<file path="config.mk">
export PLATFORM = sky130hd
export DESIGN_NAME = mul_inv_kn
export DESIGN_NICKNAME = d
export VERILOG_FILES = /design/src/rtl/mul_inv_kn_pkg.sv /design/src/rtl/mul_inv_kn_sat_round.sv /design/src/rtl/mul_inv_kn.sv
export SDC_FILE = /design/constraint.sdc
export NUM_CORES = 1
export LEC_CHECK = 0
export ABC_AREA = 1
export CAP_MARGIN = 20
export CORE_ASPECT_RATIO = 1.25
export CORE_UTILIZATION = 25
export CTS_BUF_LIST = sky130_fd_sc_hd__clkbuf_4 sky130_fd_sc_hd__clkbuf_8
export DETAILED_ROUTE_END_ITERATION = 8
export DONT_BUFFER_PORTS = 1
export GPL_ROUTABILITY_DRIVEN = 0
export PLACE_DENSITY = 0.37
export SYNTH_ARGS = -nofsm -noshare
export SYNTH_HDL_FRONTEND = slang
export SYNTH_SLANG_ARGS = --single-unit
</file>
<file path="constraint.sdc">
create_clock -name clock -period 3.2 [get_ports clock]
set_clock_uncertainty 0.15 [all_clocks]
set_input_delay 0.64 -clock clock [delete_from_list [all_inputs] [get_ports clock]]
set_output_delay 0.64 -clock clock [all_outputs]
set_load 0.02 [all_outputs]
</file>
<file path="src/rtl/mul_inv_kn_pkg.sv">
// Shared definitions for the 1/Kn gain-restoring multiplier.
// Holds the FSM state encoding, the number of shift-add terms, the default
// fraction width and the cnt-indexed shift lookup for 1686 = 1.6465 * 1024.
package mul_inv_kn_pkg;

  localparam logic [1:0] ST_IDLE = 2'd0;
  localparam logic [1:0] ST_ACC  = 2'd1;
  localparam logic [1:0] ST_DONE = 2'd2;

  localparam int INV_KN_TERMS  = 6;
  localparam int FXP_SHIFT_DEF = 10;

  // 1686 = 2^10 + 2^9 + 2^7 + 2^4 + 2^2 + 2^1, one term per accumulate cycle.
  function automatic logic [3:0] inv_kn_shift(input logic [2:0] cnt);
    logic [3:0] sh;
    case (cnt)
      3'd0:    sh = 4'd10;
      3'd1:    sh = 4'd9;
      3'd2:    sh = 4'd7;
      3'd3:    sh = 4'd4;
      3'd4:    sh = 4'd2;
      3'd5:    sh = 4'd1;
      default: sh = 4'd0;
    endcase
    return sh;
  endfunction

endpackage

</file>
<file path="src/rtl/mul_inv_kn_sat_round.sv">
// sat_round: combinational round / arithmetic-shift / saturate stage.
// Takes a 2W-bit signed product, optionally adds half an LSB of the output,
// shifts right arithmetically by FXP_SHIFT and clamps to W signed bits.
// Ports:
//   din  in  2W  signed full-precision value
//   dout out W   signed rounded, shifted, saturated value
module sat_round
  import mul_inv_kn_pkg::*;
#(
  parameter int W         = 12,
  parameter int FXP_SHIFT = FXP_SHIFT_DEF,
  parameter int ROUND     = 0
) (
  input  logic [2*W-1:0] din,
  output logic [W-1:0]   dout
);

  // One guard bit so the rounding bias can never wrap the sum.
  localparam int XW = 2*W + 1;
  localparam logic signed [XW-1:0] ONE_C = XW'(1);
  localparam logic signed [XW-1:0] RND_C = (ROUND != 0) ? (ONE_C <<< (FXP_SHIFT-1)) : '0;
  localparam logic signed [XW-1:0] MAX_C = (ONE_C <<< (W-1)) - ONE_C;
  localparam logic signed [XW-1:0] MIN_C = -(ONE_C <<< (W-1));

  logic signed [XW-1:0] ext_s;
  logic signed [XW-1:0] shifted_s;

  assign ext_s     = $signed({din[2*W-1], din}) + RND_C;
  assign shifted_s = ext_s >>> FXP_SHIFT;

  // Clamp the shifted value into the signed W-bit range.
  always_comb begin
    dout = shifted_s[W-1:0];
    if (shifted_s > MAX_C) begin
      dout = MAX_C[W-1:0];
    end else if (shifted_s < MIN_C) begin
      dout = MIN_C[W-1:0];
    end else begin
      dout = shifted_s[W-1:0];
    end
  end

endmodule

</file>
<file path="src/rtl/mul_inv_kn.sv">
// mul_inv_kn: sequential multiply of a signed 12:10 sample by 1/Kn (1686/1024),
// one shift-add term per enabled cycle, saturated to W bits.
// Ports:
//   clock, reset    rising-edge clock, synchronous active-high reset
//   ce              clock enable, freezes all state when low
//   in_valid/in_ready, value_in, bypass_in   input handshake and sample
//   out_valid/out_ready, value_out           output handshake and result
module mul_inv_kn
  import mul_inv_kn_pkg::*;
#(
  parameter int W         = 12,
  parameter int FXP_SHIFT = FXP_SHIFT_DEF,
  parameter int ROUND     = 0
) (
  input  logic         clock,
  input  logic         reset,
  input  logic         ce,
  input  logic         in_valid,
  output logic         in_ready,
  input  logic [W-1:0] value_in,
  input  logic         bypass_in,
  output logic         out_valid,
  input  logic         out_ready,
  output logic [W-1:0] value_out
);

  logic [1:0]           state_r;
  logic [2:0]           cnt_r;
  logic signed [2*W-1:0] acc_r;
  logic signed [2*W-1:0] x_r;
  logic                 byp_r;
  logic                 out_valid_r;
  logic [W-1:0]         value_out_r;

  logic [3:0]           shift_s;
  logic signed [2*W-1:0] sum_s;
  logic [W-1:0]         sat_s;

  // Current term x * 2^shift[cnt] added to the running sum.
  always_comb begin
    shift_s = inv_kn_shift(cnt_r);
    sum_s   = acc_r + (x_r <<< shift_s);
  end

  sat_round #(
    .W         (W),
    .FXP_SHIFT (FXP_SHIFT),
    .ROUND     (ROUND)
  ) u_sat_round (
    .din  (sum_s),
    .dout (sat_s)
  );

  // Handshake FSM and shift-add datapath; ce low holds everything.
  always_ff @(posedge clock) begin
    if (reset) begin
      state_r     <= ST_IDLE;
      cnt_r       <= 3'd0;
      acc_r       <= '0;
      x_r         <= '0;
      byp_r       <= 1'b0;
      out_valid_r <= 1'b0;
      value_out_r <= '0;
    end else if (ce) begin
      case (state_r)
        ST_IDLE: begin
          if (in_valid) begin
            x_r     <= {{W{value_in[W-1]}}, value_in};
            byp_r   <= bypass_in;
            acc_r   <= '0;
            cnt_r   <= 3'd0;
            state_r <= ST_ACC;
          end
        end
        ST_ACC: begin
          acc_r <= sum_s;
          cnt_r <= cnt_r + 3'd1;
          if (cnt_r == 3'(INV_KN_TERMS - 1)) begin
            // The sum formed on this edge is the complete product.
            value_out_r <= byp_r ? x_r[W-1:0] : sat_s;
            out_valid_r <= 1'b1;
            state_r     <= ST_DONE;
          end
        end
        ST_DONE: begin
          if (out_ready) begin
            out_valid_r <= 1'b0;
            state_r     <= ST_IDLE;
          end
        end
        default: begin
          state_r     <= ST_IDLE;
          out_valid_r <= 1'b0;
        end
      endcase
    end
  end

  assign in_ready  = (state_r == ST_IDLE) & ce;
  assign out_valid = out_valid_r;
  assign value_out = value_out_r;

endmodule

</file>
Word-level counts from Yosys, hierarchy flattened
Index checks and enable logic that the tools add are counted.

operators by class
  add/subtract/negate cells = 2
  reductions and logical operators = 8
  magnitude comparators = 2
  shift operators = 1
  bitwise logic cells = 2
  muxes and demuxes = 15
  equal/unequal tests = 10

operators by type and width
  kind                                                                     number
  24-bit one-hot mux with 2 select lines                                   1
  12-bit 2-to-1 mux                                                        3
  24-bit adder                                                             1
  24-bit 2-to-1 mux                                                        1
  4-bit one-hot mux with 6 select lines                                    1
  12-bit by 4-bit <<< shifter with 24-bit output                           1
  14-bit by 12-bit > comparator with 1-bit output (second input constant)  1
  14-bit by 12-bit < comparator with 1-bit output (second input constant)  1
  3-bit AND reduction                                                      3
  4-bit AND reduction                                                      2
  3-bit by 2-bit equality test with 1-bit output (second input constant)   2
  3-bit equality test (second input constant)                              2
  2-bit 2-to-1 mux                                                         3
  2-bit inequality test (second input constant)                            3
  2-bit one-hot mux with 3 select lines                                    1
  3-bit one-hot mux with 2 select lines                                    1
  3-bit by 1-bit adder with 3-bit output (second input constant)           1
  3-bit by 1-bit equality test with 1-bit output (second input constant)   1
  3-bit logical NOT                                                        1
  3-bit 2-to-1 mux                                                         1
  1-bit one-hot mux with 3 select lines                                    1
  2-bit by 1-bit equality test with 1-bit output (second input constant)   1
  2-bit equality test (second input constant)                              1
  2-bit logical NOT                                                        1
  other kinds (4)                                                          5

word-level totals
  input port bits = 18
  word-level logic and storage cells = 47
  output and inout bits = 14
  bits in registers = 55

Longest topological paths before layout
Gate-level depths: netlist of run 1.

  depth in word-level cells = 8
  gate-level depth with buffers = 32
  depth with buffers taken out = 30

Cells and area by module
From an unflattened synthesis of run 1, not the netlist that was laid out.

second synthesis, totals
  cells, all modules = 800
  area, all modules = 4,702.0 um^2

modules (own cells, without submodules)
  module      area each (um^2)  instances  seq. area each (um^2)  cells each
  mul_inv_kn  4,569.4           1          1,101.1                772
  sat_round   132.6             1          0.0                    28

Least setup slack after synthesis of run 1
OpenSTA, ideal clock, no wires.

  path type = register -> register
  from = reg cnt_r[0]
  to = reg value_out_r[8], in the netlist value_out[8]
  clock period less this slack = 3.441 ns
  setup time = 0.070 ns
  data required time = 2.980 ns
  cell stages (with the launch flop) = 29
  setup slack = -0.241 ns
  path buffers = 3
  arrival time = 3.221 ns
  cell sequence = dfxtp_1 -> inv_1 -> ha_1 -> nand2_4 -> nand2_2 -> buf_2 -> buf_2 -> nand2_1 -> o21ai_1 -> nand2_1 -> o21ai_1 -> o21ai_0 -> o21ai_1 -> ha_1 -> nand2_1 -> nor2_1 -> inv_1 -> nor3_1 -> nand2_1 -> nand3_1 -> inv_1 -> nand3_1 -> nand2_2 -> nand2_2 -> buf_6 -> nand2_1 -> nand2_1 -> nand2_1 -> a21oi_2

on the way
  cells in the longest elaborated chain, start to end = 8
  elaborated cells between the ends (all ways) = 15
  those cells by class = 1 x add/sub; 2 x order compare; 5 x eq/ne; 1 x shift; 4 x mux; 2 x reduce/logical

RTL lines
  what                                             line                                    source
  from (decl)                                      mul_inv_kn.sv:28                        logic [2:0] cnt_r;
  from (signal assigned)                           mul_inv_kn.sv:77                        cnt_r <= cnt_r + 3'd1;
  3-bit equality test (tied with other cells)      mul_inv_kn_pkg.sv:16, mul_inv_kn.sv:78
  4-bit one-hot mux with 6 select lines            mul_inv_kn_pkg.sv:16                    case (cnt)
  12-bit by 4-bit <<< shifter with 24-bit output   mul_inv_kn.sv:42                        sum_s = acc_r + (x_r <<< shift_s);
  24-bit adder                                     mul_inv_kn.sv:42
  14-bit by 12-bit < comparator with 1-bit output  mul_inv_kn_sat_round.sv:36              end else if (shifted_s < MIN_C) begin
  12-bit 2-to-1 mux                                mul_inv_kn_sat_round.sv:36
  12-bit 2-to-1 mux                                mul_inv_kn_sat_round.sv:34              if (shifted_s > MAX_C) begin
  12-bit 2-to-1 mux                                mul_inv_kn.sv:80                        value_out_r <= byp_r ? x_r[W-1:0] : sat_s;
  to (signal assigned)                             mul_inv_kn.sv:80
  to (decl)                                        mul_inv_kn.sv:33                        logic [W-1:0] value_out_r;

Parallel ways exist; a longest one is shown, timed or not.
A chain may end at the register's enable or synchronous reset.

Worst setup path after layout of run 1
  from = reg cnt_r[0]
  to = reg value_out_r[0], in the netlist value_out[0]

Same word-level chain as after synthesis.

==> results of run 1 <==
==> cells in the mapped netlist, drive strengths merged (3+ instances only) <==
| cell | number |
|---|---|
| nand2 | 213 |
| nand3 | 30 |
| inv | 68 |
| or2 | 8 |
| a21o | 5 |
| nor2 | 51 |
| a21oi | 95 |
| buf | 6 |
| o22ai | 3 |
| xnor2 | 3 |
| clkbuf | 18 |
| dfxtp | 55 |
| ha | 28 |
| clkinv | 5 |
| o21ai | 72 |
| xor2 | 7 |
| nand4 | 5 |
==> repair_timing <==
item                                    4_1_cts  5_1_grt
gates resized for setup                     235       49
pin swaps                                    49       21
buffers inserted                             32        3
endpoints found under the setup margin       31       32
cloned                                        3        0
==> kinds of logic (layout without fill, tap and decap cells) <==
| kind of cell | after synthesis | in the layout | share of synthesized area |
|---|---|---|---|
| fa+ha+maj | 29 | 29 | 0.0881 |
| compound gates | 181 | 181 | 0.232 |
| flops | 55 | 55 | 0.262 |
| mux | 1 | 1 | 0.00238 |
| simple gates | 310 | 311 | 0.301 |
| buf+inv | 97 | 223 | 0.0937 |
| xor+xnor | 10 | 10 | 0.0208 |
==> worst max-delay path: cells and delay by family (launching register included) <==
kind | cells | cell delay [ns]
compound gates | 2 | 0.21
flops | 1 | 0.39
fa+ha+maj | 2 | 0.44
buf+inv | 7 | 0.77
simple gates | 14 | 1.30
mux | 1 | 0.25
==> registers in the layout, indices dropped and copies added (netlist names) <==
signal / cells
byp_r: 1
x_r: 12
acc_r: 24
value_out: 12
out_valid: 1
state_r: 2
cnt_r: 3
==> layout make-up <==
class | count | area [sq um] | area share
Inverter | 73 | 304 | 0.0441
Multi-Input combinational cell | 532 | 3940 | 0.572
Clock buffer | 5 | 68.8 | 0.00999
Tap cell | 216 | 270 | 0.0392
Timing Repair Buffer | 142 | 1150 | 0.167
Sequential cell | 55 | 1110 | 0.161
Clock inverter | 2 | 37.5 | 0.00545
Timing Repair inverter | 1 | 7.51 | 0.00109
==> per-stage QoR <==
step	power (mW)	util	worst slack, ns	hold WS, ns	cell area [sq um]
after detailed placement	1.58	0.321	-0.803	0.307	5250
after floorplan	1.25	-	-0.0408	0.299	4300
after global routing	2.62	0.422	-0.587	0.193	6890
final	2.46	0.422	-0.393	0.209	6890
after CTS	2.42	0.407	-0.356	0.201	6640
after global placement	1.59	0.321	-0.806	0.301	5250
==> cell usage in the layout (no fill, tap or decap), types with 5 or more instances in the layout <==
cell	instances
sky130_fd_sc_hd__a21o_1	5
sky130_fd_sc_hd__a21oi_1	57
sky130_fd_sc_hd__a21oi_2	29
sky130_fd_sc_hd__a21oi_4	9
sky130_fd_sc_hd__buf_4	125
sky130_fd_sc_hd__buf_6	14
sky130_fd_sc_hd__clkbuf_8	5
sky130_fd_sc_hd__dfxtp_1	53
sky130_fd_sc_hd__ha_1	8
sky130_fd_sc_hd__ha_4	19
sky130_fd_sc_hd__inv_1	50
sky130_fd_sc_hd__inv_2	13
sky130_fd_sc_hd__inv_4	5
sky130_fd_sc_hd__nand2_1	168
sky130_fd_sc_hd__nand2_2	30
sky130_fd_sc_hd__nand2_4	13
sky130_fd_sc_hd__nand3_1	17
sky130_fd_sc_hd__nand3_2	9
sky130_fd_sc_hd__nand4_1	5
sky130_fd_sc_hd__nor2_1	27
sky130_fd_sc_hd__nor2_2	6
sky130_fd_sc_hd__nor2_4	18
sky130_fd_sc_hd__o21ai_0	17
sky130_fd_sc_hd__o21ai_1	16
sky130_fd_sc_hd__o21ai_2	29
sky130_fd_sc_hd__o21ai_4	10
==> final timing paths <==
kind | to | slack [ns] | depth (start not counted)
min reg2reg | acc_r[0] | 0.33 | 2
min | cnt_r[1] | 0.21 | 1
max reg2reg | value_out[0] | -0.39 | 26
max | value_out[0] | -0.39 | 26
==> report_power, final <==
group | total (mW) | switching, mW | internal, mW
clock network | 0.507 | 0.277 | 0.230
logic | 1.21 | 0.667 | 0.540
registers | 0.749 | 0.0328 | 0.716
==> per-layer routing <==
| layer | up-vias | part of all wire |
|---|---|---|
| li1 | 2487 | - |
| met1 | 2216 | 0.44 |
| met2 | 65 | 0.52 |
| met3 | 20 | 0.024 |
| met4 | 0 | 0.020 |
| met5 | - | 0 |
==> qor.json, run 1 <==
{
  "pwr_density_cell": {"value": 358, "unit": "nW/um^2"},
  "asyncSetResetFlopFracSynth": {"value": 0},
  "synth_enable_flop_cells": {"value": 0},
  "drt_iter0_drc": {"value": 169},
  "cts.htree.levels": {"value": 2},
  "static-leakage-power": {"value": 2.95, "unit": "nW"},
  "min_from": {"value": "reset"},
  "r2r-start": {"value": "cnt_r[0]"},
  "netlist_area_before_placement": {"value": 4210, "unit": "sq um"},
  "detailed_place_hpwl": {"value": 11700, "unit": "microns"},
  "routed_wire_length_per_instance": {"value": 15.4, "unit": "microns"},
  "floorplan.rows": {"value": 52},
  "tritoncts.num_buffers": {"value": 5},
  "grt_pass1_wl": {"value": 25800, "unit": "microns"},
  "post_layout_nonfiller_instances": {"value": 1026},
  "port_buffers": {"value": 0},
  "worst_setup_hold_path_clk_slew": {"value": 0.11, "unit": "ns"},
  "slew_violations": {"value": 0},
  "cts_hold_buf": {"value": 0},
  "place_inst": {"value": 982},
  "cp_max_fo": {"value": 6},
  "min_path_type": {"value": "primary input to register"},
  "detail_route.first_pass.iterations": {"value": 4},
  "cp-start-kind": {"value": "register"},
  "fp.dieH": {"value": 147, "unit": "microns"},
  "detail_route.wirelength": {"value": 15800, "unit": "microns"},
  "mappedNetlistNets": {"value": 730},
  "fill_cells": {"value": 1675},
  "grt_util_met3": {"value": 0.0198},
  "insertion_delay": {"value": 0.33, "unit": "ns"},
  "cp_data_arrival_time": {"value": 3.72, "unit": "ns"},
  "cts_tree": {"value": "done"},
  "synth.top_cells.by_area": {"value": "sky130_fd_sc_hd__dfxtp_1 26%, sky130_fd_sc_hd__nand2_1 19%, sky130_fd_sc_hd__a21oi_1 10%"},
  "floorplan.die.width": {"value": 118, "unit": "microns"},
  "syn-instance-count": {"value": 683},
  "ctsRootBufferMaster": {"value": "sky130_fd_sc_hd__clkbuf_8"},
  "postLayoutSetupSlackWorst": {"value": -0.393, "unit": "ns"},
  "cts_sinks": {"value": 55},
  "deepest_clock_path_buffer_count": {"value": 2},
  "yosysWarningCount": {"value": 0},
  "postRouteAntennaNets": {"value": 0},
  "critical_path.startpoint": {"value": "cnt_r[0]"},
  "diodes": {"value": 0},
  "critPathKind": {"value": "register to register"},
  "synth.top_cell.area_share": {"value": 0.262},
  "number_of_global_route_vias_before_repair": {"value": 4932},
  "die-area": {"value": 17300, "unit": "sq um"},
  "ioPinCount": {"value": 32},
  "detailroute.via_count": {"value": 4788},
  "finalSetupViolCount": {"value": 28},
  "worst_path_max_delay_cell": {"value": "sky130_fd_sc_hd__dfxtp_4"},
  "postSynthAreaPerCell": {"value": 6.16, "unit": "sq um"},
  "grt.busiest_layer": {"value": "met2"},
  "coreArea": {"value": 16300, "unit": "sq um"},
  "global_route.usage.met1": {"value": 0.230},
  "synthFlopType": {"value": "sky130_fd_sc_hd__dfxtp_1"},
  "tns": {"value": -5.96, "unit": "ns"},
  "hold_fails_final_rpt": {"value": 0},
  "maximum_number_of_pins_on_one_net_before_global_route_repair": {"value": 40},
  "post_drt_via_cell_ratio": {"value": 4.67},
  "slew_at_the_pin_closest_to_its_max_slew_limit": {"value": 0.815, "unit": "ns"},
  "final_critical_delay_including_setup_and_external_delays": {"value": 3.59, "unit": "ns"},
  "type_of_element_capturing_the_critical_path": {"value": "register"},
  "synth.yosys.seq_area_share": {"value": 0.262},
  "synth.distinct_cells": {"value": 36},
  "detail_route.drc_violations": {"value": 0},
  "initial_core_util": {"value": 0.258},
  "failed_checks": {"value": "negative setup slack"},
  "grt_setup_unrepaired": {"value": "yes"},
  "run_status": {"value": "complete, but fails checks"},
  "antenna_found_initial": {"value": 0},
  "syn_to_final_growth": {"value": 63.8, "unit": "%"},
  "critPathRequiredTime": {"value": 3.32, "unit": "ns"},
  "postSynthRegisterBits": {"value": 55},
  "final_layout_size_suffix_gt1_frac": {"value": 0.467},
  "maxCapViolations": {"value": 0},
  "critPathMaxStageDelay": {"value": 0.39, "unit": "ns"},
  "slew_headroom": {"value": 0.456},
  "nets": {"value": 857},
  "grt_util_met2": {"value": 0.345},
  "overflow": {"value": 0},
  "peakVddDrop": {"value": 241, "unit": "uV"},
  "grt.total_usage": {"value": 0.188},
  "synth_area_leader_cell": {"value": "sky130_fd_sc_hd__dfxtp_1"},
  "timing.fmax": {"value": 278, "unit": "MHz"},
  "post-route-period-util": {"value": 1.12}
}
Note: power is estimated with default switching activity, not from simulation.
==> inputs of run 2 (changes only) <==
clock period = 3.15 ns   (was 3.2 ns; I/O delays follow)
==> qor.json, run 2 (synthesized netlist as in run 1, its figures left out) <==
{
  "postRouteAntennaNets": {"value": 0, "change": "unchanged"},
  "r2r-start": {"value": "cnt_r[0]"},
  "cp_common_cell": {"value": "sky130_fd_sc_hd__nand2_1"},
  "critical_path_buf_inv_count": {"value": 6, "change": "-1"},
  "critPathMaxStageDelay": {"value": 0.39, "unit": "ns", "change": "about the same"},
  "routed_wire_length_per_instance": {"value": 15.4, "unit": "microns", "change": "-0.14%"},
  "place_inst": {"value": 988, "change": "+0.61%"},
  "detailroute.via_count": {"value": 4823, "change": "+0.73%"},
  "cp_max_fo": {"value": 8, "change": "+2"},
  "static-leakage-power": {"value": 3.08, "unit": "nW", "change": "+4.2%"},
  "critical_path.startpoint": {"value": "cnt_r[0]"},
  "number_of_global_route_vias_before_repair": {"value": 4896, "change": "-0.73%"},
  "overflow": {"value": 0, "change": "unchanged"},
  "tns": {"value": -8.90, "unit": "ns", "change": "-2.94 ns"},
  "place_worst_setup_slack": {"value": -0.927, "unit": "ns", "change": "-0.123 ns"},
  "timing.fmax": {"value": 275, "unit": "MHz", "change": "-1.1%"},
  "cts.htree.levels": {"value": 2, "change": "unchanged"},
  "largest-register": {"value": "acc_r"},
  "syn_to_final_growth": {"value": 70.2, "unit": "%"},
  "die-area": {"value": 17300, "unit": "sq um", "change": "unchanged"},
  "worst_setup_hold_path_clk_slew": {"value": 0.14, "unit": "ns", "change": "+0.03 ns"},
  "maxCapViolations": {"value": 0, "change": "unchanged"},
  "post_layout_nonfiller_instances": {"value": 1036, "change": "+0.97%"},
  "grt_setup_unrepaired": {"value": "yes"},
  "grt_util_met3": {"value": 0.0221, "change": "+0.00233"},
  "worst_path_max_delay_cell": {"value": "sky130_fd_sc_hd__dfxtp_4"},
  "postLayoutSetupSlackWorst": {"value": -0.481, "unit": "ns", "change": "-0.0885 ns"},
  "detail_route.wirelength": {"value": 16000, "unit": "microns", "change": "+0.83%"},
  "fill_cells": {"value": 1660, "change": "-0.90%"},
  "slew_headroom": {"value": 0.432, "change": "-0.0242"},
  "nets": {"value": 866, "change": "+1.1%"},
  "grt_pass1_wl": {"value": 26100, "unit": "microns", "change": "+1.0%"},
  "critPathKind": {"value": "register to register"},
  "final_layout_size_suffix_gt1_frac": {"value": 0.507, "change": "+0.0407"},
  "ctsRootBufferMaster": {"value": "sky130_fd_sc_hd__clkbuf_8"},
  "insertion_delay": {"value": 0.35, "unit": "ns", "change": "+0.02 ns"},
  "most-common-layout-cells": {"value": "155 x sky130_fd_sc_hd__nand2_1, 128 x sky130_fd_sc_hd__buf_4, 58 x sky130_fd_sc_hd__a21oi_1"},
  "cts_sinks": {"value": 55, "change": "unchanged"},
  "cp-start-kind": {"value": "register"},
  "floorplan.die.width": {"value": 118, "unit": "microns", "change": "unchanged"},
  "tritoncts.num_buffers": {"value": 5, "change": "unchanged"},
  "drt_iter0_drc": {"value": 172, "change": "+1.8%"},
  "run_status": {"value": "complete, but fails checks"},
  "grt_util_met2": {"value": 0.348, "change": "+0.00294"},
  "hold_fails_final_rpt": {"value": 0, "change": "unchanged"},
  "pwr_density_cell": {"value": 351, "unit": "nW/um^2", "change": "-2.0%"},
  "final_critical_delay_including_setup_and_external_delays": {"value": 3.63, "unit": "ns", "change": "+0.0385 ns"},
  "global_route.usage.met1": {"value": 0.238, "change": "+0.00800"},
  "detailed_place_hpwl": {"value": 11600, "unit": "microns", "change": "-0.86%"},
  "port_buffers": {"value": 0, "change": "unchanged"},
  "cts_hold_buf": {"value": 0, "change": "unchanged"},
  "detail_route.drc_violations": {"value": 0, "change": "unchanged"},
  "largest_register_ff_count": {"value": 24, "change": "unchanged"},
  "maximum_number_of_pins_on_one_net_before_global_route_repair": {"value": 40, "change": "unchanged"},
  "slew_violations": {"value": 0, "change": "unchanged"},
  "failed_checks": {"value": "negative setup slack"},
  "floorplan.rows": {"value": 52, "change": "unchanged"},
  "cts_tree": {"value": "done"},
  "post-route-period-util": {"value": 1.15, "change": "+0.0300"},
  "finalSetupViolCount": {"value": 29, "change": "+3.6%"},
  "initial_core_util": {"value": 0.258, "change": "unchanged"},
  "peakVddDrop": {"value": 226, "unit": "uV", "change": "-6.1%"},
  "total_area_of_multi_input_combinational_cells": {"value": 4130, "unit": "sq um", "change": "+4.8%"},
  "post_drt_via_cell_ratio": {"value": 4.66, "change": "-0.24%"},
  "slew_at_the_pin_closest_to_its_max_slew_limit": {"value": 0.852, "unit": "ns", "change": "+0.0364 ns"},
  "fp.dieH": {"value": 147, "unit": "microns", "change": "unchanged"},
  "timing.critical_path.max_delay_family": {"value": "simple AND/OR/NAND/NOR gates"},
  "area.sequential": {"value": 1110, "unit": "sq um", "change": "unchanged"},
  "type_of_element_capturing_the_critical_path": {"value": "register"},
  "cp_data_arrival_time": {"value": 3.72, "unit": "ns", "change": "about the same"},
  "grt.total_usage": {"value": 0.192, "change": "+0.00344"},
  "ioPinCount": {"value": 32, "change": "unchanged"},
  "coreArea": {"value": 16300, "unit": "sq um", "change": "unchanged"},
  "critPathRequiredTime": {"value": 3.24, "unit": "ns", "change": "-0.08 ns"},
  "min_path_type": {"value": "primary input to register"},
  "diodes": {"value": 0, "change": "unchanged"},
  "antenna_found_initial": {"value": 0, "change": "unchanged"},
  "grt.busiest_layer": {"value": "met2"},
  "layout_commonest_cell": {"value": "sky130_fd_sc_hd__nand2_1"},
  "detail_route.first_pass.iterations": {"value": 4, "change": "unchanged"},
  "deepest_clock_path_buffer_count": {"value": 2, "change": "unchanged"},
  "min_from": {"value": "reset"}
}
## run 2: cell types whose count changed in the layout (fill, tap and decap cells not counted), sizes merged
cell	delta
buf	+6
bufinv	-1
clkbuf	+2
clkinv	+1
inv	+2
## run 2: final timing paths
check | endpoint | slack (ns) | depth (start not counted)
max | value_out[6] | -0.48 | 27
min | acc_r[7] | 0.19 | 1
max reg2reg | value_out[6] | -0.48 | 27
min reg2reg | acc_r[0] | 0.33 | 2
## run 2: timing repair
item / 4_1_cts / 5_1_grt
buffers inserted: 26 / 8
cloned: 7 / 0
pin swaps: 68 / 52
setup endpoints to repair: 32 / 32
gates resized for setup: 241 / 87
## run 2: power breakdown
part	internal (mW)	switching, mW
Sequential	0.728	0.0330
Clock	0.170	0.302
Combinational	0.568	0.710
## run 2: layout make-up
class	instances	share of cell area
inverters	73	0.0419
repair inverters	3	0.00332
clock buffers	6	0.0107
well taps	216	0.0377
repair buffers	149	0.172
multi-input cells	532	0.577
clock inverters	2	0.00227
flip-flops and latches	55	0.155
## run 2: through the flow
step | hold slack, ns | power, mW | instance area [sq um] | util
after floorplan | 0.299 | 1.27 | 4300 | -
after global placement | 0.300 | 1.62 | 5310 | 0.325
after detailed placement | 0.307 | 1.61 | 5310 | 0.325
after CTS | 0.176 | 2.44 | 6730 | 0.412
after global routing | 0.170 | 2.68 | 7160 | 0.438
final | 0.187 | 2.51 | 7160 | 0.438
## run 2: per-layer routing
| layer | vias to the layer above | wire length [microns] |
|---|---|---|
| met3 | 15 | 370 |
| met1 | 2236 | 7010 |
| met4 | 0 | 369 |
| met2 | 58 | 8220 |
| li1 | 2514 | - |
| met5 | - | 0 |
